===== config.mk =====
export PLATFORM = sky130hd
export DESIGN_NAME = pipe_skid_stage
export DESIGN_NICKNAME = d
export VERILOG_FILES = /design/src/rtl/pipe_skid_stage.sv
export SDC_FILE = /design/constraint.sdc
export NUM_CORES = 1
export LEC_CHECK = 0
export CORE_MARGIN = 8
export CORE_UTILIZATION = 54
export DETAILED_ROUTE_END_ITERATION = 6
export GPL_TIMING_DRIVEN = 0
export PLACE_DENSITY = 0.85
export SKIP_CTS_REPAIR_TIMING = 1
export SYNTH_ARGS = -nofsm -noshare
export SYNTH_HDL_FRONTEND = slang
export SYNTH_SLANG_ARGS = --single-unit
export TNS_END_PERCENT = 20

===== constraint.sdc =====
create_clock -name clk -period 5.5 [get_ports clk]
set_clock_uncertainty 0.1 [all_clocks]
set_input_delay 1.1 -clock clk [delete_from_list [all_inputs] [get_ports clk]]
set_output_delay 1.1 -clock clk [all_outputs]
set_load 0.1 [all_outputs]

===== src/rtl/pipe_skid_stage.sv =====
// Reusable pipeline-stage register with valid/ready handshake and a two-entry skid buffer.
// A flush loads a bubble pattern into the main register and can keep selected fields, such as the PC.
module pipe_skid_stage #(
  parameter int                 DATA_W     = 32,
  parameter logic [DATA_W-1:0]  BUBBLE_VAL = 32'h0000_0013,
  parameter logic [DATA_W-1:0]  KEEP_MASK  = '0
) (
  input  logic              clk,
  input  logic              rst,
  input  logic              in_valid,
  output logic              in_ready,
  input  logic [DATA_W-1:0] in_data,
  input  logic              flush,
  output logic              out_valid,
  input  logic              out_ready,
  output logic [DATA_W-1:0] out_data,
  output logic [1:0]        occupancy
);

  typedef enum logic [1:0] {
    EMPTY = 2'd0,
    ONE   = 2'd1,
    FULL  = 2'd2
  } state_t;

  state_t            state;
  logic [DATA_W-1:0] main_q;
  logic [DATA_W-1:0] skid_q;
  logic              in_fire;
  logic              out_fire;

  assign in_fire  = in_valid & in_ready;
  assign out_fire = out_valid & out_ready;
  assign out_data = main_q;

  // Handshake outputs are registered alongside the state, so in_ready never sees out_ready or flush combinationally.
  always_ff @(posedge clk or posedge rst) begin
    if (rst) begin
      state     <= EMPTY;
      main_q    <= BUBBLE_VAL;
      skid_q    <= BUBBLE_VAL;
      out_valid <= 1'b0;
      in_ready  <= 1'b1;
      occupancy <= 2'd0;
    end else if (flush) begin
      state     <= EMPTY;
      main_q    <= (main_q & KEEP_MASK) | (BUBBLE_VAL & ~KEEP_MASK);
      skid_q    <= BUBBLE_VAL;
      out_valid <= 1'b0;
      in_ready  <= 1'b1;
      occupancy <= 2'd0;
    end else begin
      case (state)
        EMPTY: begin
          if (in_fire) begin
            state     <= ONE;
            main_q    <= in_data;
            out_valid <= 1'b1;
            occupancy <= 2'd1;
          end
        end
        ONE: begin
          if (in_fire && out_fire) begin
            main_q <= in_data;
          end else if (in_fire) begin
            state     <= FULL;
            skid_q    <= in_data;
            in_ready  <= 1'b0;
            occupancy <= 2'd2;
          end else if (out_fire) begin
            state     <= EMPTY;
            out_valid <= 1'b0;
            occupancy <= 2'd0;
          end
        end
        FULL: begin
          if (out_fire) begin
            state     <= ONE;
            main_q    <= skid_q;
            in_ready  <= 1'b1;
            occupancy <= 2'd1;
          end
        end
        default: begin
          state     <= EMPTY;
          out_valid <= 1'b0;
          in_ready  <= 1'b1;
          occupancy <= 2'd0;
        end
      endcase
    end
  end

endmodule


==> run_results.csv <==
group,metric,value,unit
outcome,status,"finished, final reports clean",
layout,synthesis_to_layout_area_growth,30.1,%
global_routing,grt_start_max_net_pins,69,
sta,min_period_over_period,0.594,
setup_path,critical-path-slowest-cell,"sky130_fd_sc_hd__clkdlybuf4s50_1",
setup_path,critical_path_buf_inv_count,1,
clocking,tritoncts.num_buffers,9,
clocking,cts_htree_levels,3,
global_routing,grt_usage,0.194,
floorplanning,starting_density_of_the_core,0.553,
pwr,p_int,980,uW
min_path,worstHoldStart,"skid_q[0]",
yosys,synth-async-reset-ratio,1.00,
setup_path,worstReg2RegStart,"state[0]",
pwr,netSwitchingPower,847,uW
setup_path,cp.arrival,2.07,ns
flow_run,max-cap-violations,0,
clocking,cts.clk_slew.worst_paths,0.07,ns
sta,worst_pin_slew,0.984,ns
global_routing,first_global_vias,2788,
route,drc_errors_left,0,
yosys,synth_top_area_share,0.471,
pwr,total_leakage_power,1.90,nW
layout,post_route_cells_drive_above_1_share,0.168,
layout,post-route-util,0.720,
setup_path,critical_path.max_stage_delay,1.20,ns
yosys,ys_dominant_reg_cell,"sky130_fd_sc_hd__dfrtp_1",
route,detail_route.wl_per_cell,17.1,um
min_path,whs_path_depth,2,
global_routing,grt_antenna_before_repair,0,
yosys,yosysSeqAreaShare,0.528,
sta,setup_viol_count_final,0,
sta,min_period,3.27,ns
setup_path,reg2reg_setup_slack,3.58,ns
floorplanning,core_area,5850,sq um
clocking,clock-root-buffer,"sky130_fd_sc_hd__clkbuf_8",
pwr,cellPowerDensity,433,nW/um^2
placed_design,detailed_placer_s_ending_hpwl,5.93,mm
sta,maxSlewHeadroom,0.342,
yosys,cell_taking_the_most_area_after_synthesis,"sky130_fd_sc_hd__dfrtp_1",
setup_path,cpLargestDelayFamily,"buffers and inverters",
yosys,yosys_warnings,0,
setup_path,critical_path.startpoint_type,"flop",
sta,fin_tns_setup,0,ns
yosys,synth_nets,348,
yosys,mean_post_synth_cell_area,10.4,sq um
pwr,fin_total_pwr,1.83,mW
yosys,yosysUniqueCellTypes,27,
sta,hold_viol,0,
route,postRouteAntennaNets,0,
clocking,cts_num_sinks,68,
route,total_wire_length_after_detailed_routing,8.11,mm
pwr,pwr-share-seq,0.341,
yosys,netlist_top_cells_count,"sky130_fd_sc_hd__nand2_1, sky130_fd_sc_hd__dfrtp_1, sky130_fd_sc_hd__a21oi_1, sky130_fd_sc_hd__nor2_1, sky130_fd_sc_hd__mux2i_1",
setup_path,path_cells,"clkdlybuf4s50_1",
min_path,hold_path.class,"flop to flop",
setup_path,critical_path.reg2reg.endpoint,"out_data[19]",
floorplanning,die_y,93.4,um
setup_path,path_class,"flop to output pin",
pwr,power.clock.fraction,0.195,
clocking,cts_max_path_buffers,2,
route,drt-pass1-iter-count,4,
floorplanning,dieArea,8730,sq um
global_routing,overflow,0,
yosys,ys_top_cells_by_area,"sky130_fd_sc_hd__dfrtp_1, sky130_fd_sc_hd__a211oi_2, sky130_fd_sc_hd__mux2i_1",
clocking,worst_skew_pair.late_latency,0.33,ns
route,detailedRoute.firstIterationViolations,187,
route,detail_route.vias_per_cell,5.50,
pwr,netSwitchingFraction,0.464,
setup_path,timing.critical_path.to_type,"output pin",
pwr,power.ir.vdd_worst,0.285,mV
placed_design,numPortBuffers,71,
yosys,synth_seq_cells,68,
global_routing,grt_first_pass_wirelength,13.5,mm
yosys,synth_cells,311,
floorplanning,core.rowCount,28,
yosys,synth.cell_area,3240,sq um
placed_design,gp_congestion,0.799,
route,via_count,2602,
layout,nets,430,
setup_path,crit_required,4.30,ns
clocking,tritoncts,"done",
floorplanning,die-width,93.4,um
min_path,hold-path-endpoint,"skid_q[0]",
setup_path,reg2reg_depth,5,
yosys,yosys.cell_count.top_type,"sky130_fd_sc_hd__nand2_1",
setup_path,critical_path_peak_fanout,8,
layout,antenna_cells_inserted,0,
layout,fill_cells,427,
sta,maxSlewViolCount,0,
sta,fmax,306,MHz
pwr,comb_power_share,0.464,
floorplanning,top_level_ports,73,
yosys,synth_edf_count,0,
sta,setup_repair_after_global_routing_missed_its_margin,"no",
-- worst register-to-register path: stages, from the launching register on --
cell	delay (ns)
sky130_fd_sc_hd__dfrtp_1	0.46
sky130_fd_sc_hd__a21boi_2	0.21
sky130_fd_sc_hd__o32ai_4	0.54
sky130_fd_sc_hd__buf_6	0.23
sky130_fd_sc_hd__nor2_1	0.07
sky130_fd_sc_hd__a211oi_2	0.22
-- layout make-up --
type                       instances  area (sq um)  area share
tap                               75          93.8      0.0223
clock buffer                      11           141      0.0336
buffer                            24           138      0.0327
clock inverter                     5          27.5     0.00653
multi-input combinational        217          1380       0.328
inverter                           2          10.0     0.00238
timing repair buffer              71           711       0.169
sequential                        68          1710       0.406
-- routing by layer --
layer | up-vias | track usage | part of all wire
met2 | 85 | 0.310 | 0.50
met3 | 17 | 0.0481 | 0.062
li1 | 1226 | - | -
met1 | 1274 | 0.240 | 0.41
met4 | 0 | 0.0980 | 0.020
met5 | - | 0 | 0
-- power groups by stage --
stage | registers, mW | clock network (mW) | logic [mW]
finish | 0.624 | 0.356 | 0.847
global route | 0.633 | 0.384 | 0.889
CTS | 0.624 | 0.362 | 0.852
detailed placement | 0.633 | 0 | 0.850
global placement | 0.629 | 0 | 0.833
floorplan | 1.01 | 0 | 0.257
-- cells by family (layout without fill, tap and decap cells) --
logic type,Yosys count,after routing,share of synthesized area
mux,32,32,0.100
simple gates,113,113,0.141
xor+xnor,1,1,0.00271
buf+inv,26,113,0.0448
compound gates,71,71,0.183
flops,68,68,0.528
-- how the worst max path moves through the flow --
stage,start,endpoint,slack (ns),cells after the start
after global routing,state[1],occupancy[1],2.19,1
after CTS,state[1],occupancy[1],2.23,1
after floorplan,rst,out_data[10],2.60,1
after global placement,rst,skid_q[29],1.45,2
after detailed placement,out_ready,out_data[21],2.49,6
final,state[1],occupancy[1],2.23,1
-- sequential cells by signal, summed over array words and instances, names as in the netlist --
signal,flops
out_data,32
skid_q,32
state,2
in_ready,1
out_valid,1
-- per-stage QoR --
step | setup WS [ns] | hold WS [ns] | area, sq um | cells
global placement | 1.45 | 0.370 | 4040 | 457
floorplan | 2.60 | 0.362 | 3240 | 311
global route | 2.19 | 0.418 | 4210 | 473
CTS | 2.23 | 0.399 | 4210 | 473
detailed placement | 2.49 | 0.383 | 4050 | 457
finish | 2.23 | 0.397 | 4210 | 473
-- placed cells by master (no fill, tap or decap), drive strengths merged --
cell type | netlist | layout
clkbuf | 12 | 23
nor2 | 35 | 35
clkinv | 0 | 4
o21bai | 1 | 1
clkdlybuf4s50 | 0 | 71
o22a | 1 | 1
o32ai | 1 | 1
a211oi | 29 | 29
buf | 12 | 12
xor2 | 1 | 1
clkinvlp | 0 | 1
mux2i | 29 | 29
or2 | 1 | 1
nand2 | 66 | 66
nor3 | 3 | 3
a21boi | 1 | 1
dfrtp | 61 | 61
a221oi | 1 | 1
o21ai | 1 | 1
nand2b | 3 | 3
mux2 | 3 | 3
inv | 2 | 2
nand3b | 4 | 4
nand4b | 1 | 1
a21oi | 36 | 36
dfstp | 7 | 7
Note: power is estimated with default switching activity, not from simulation.
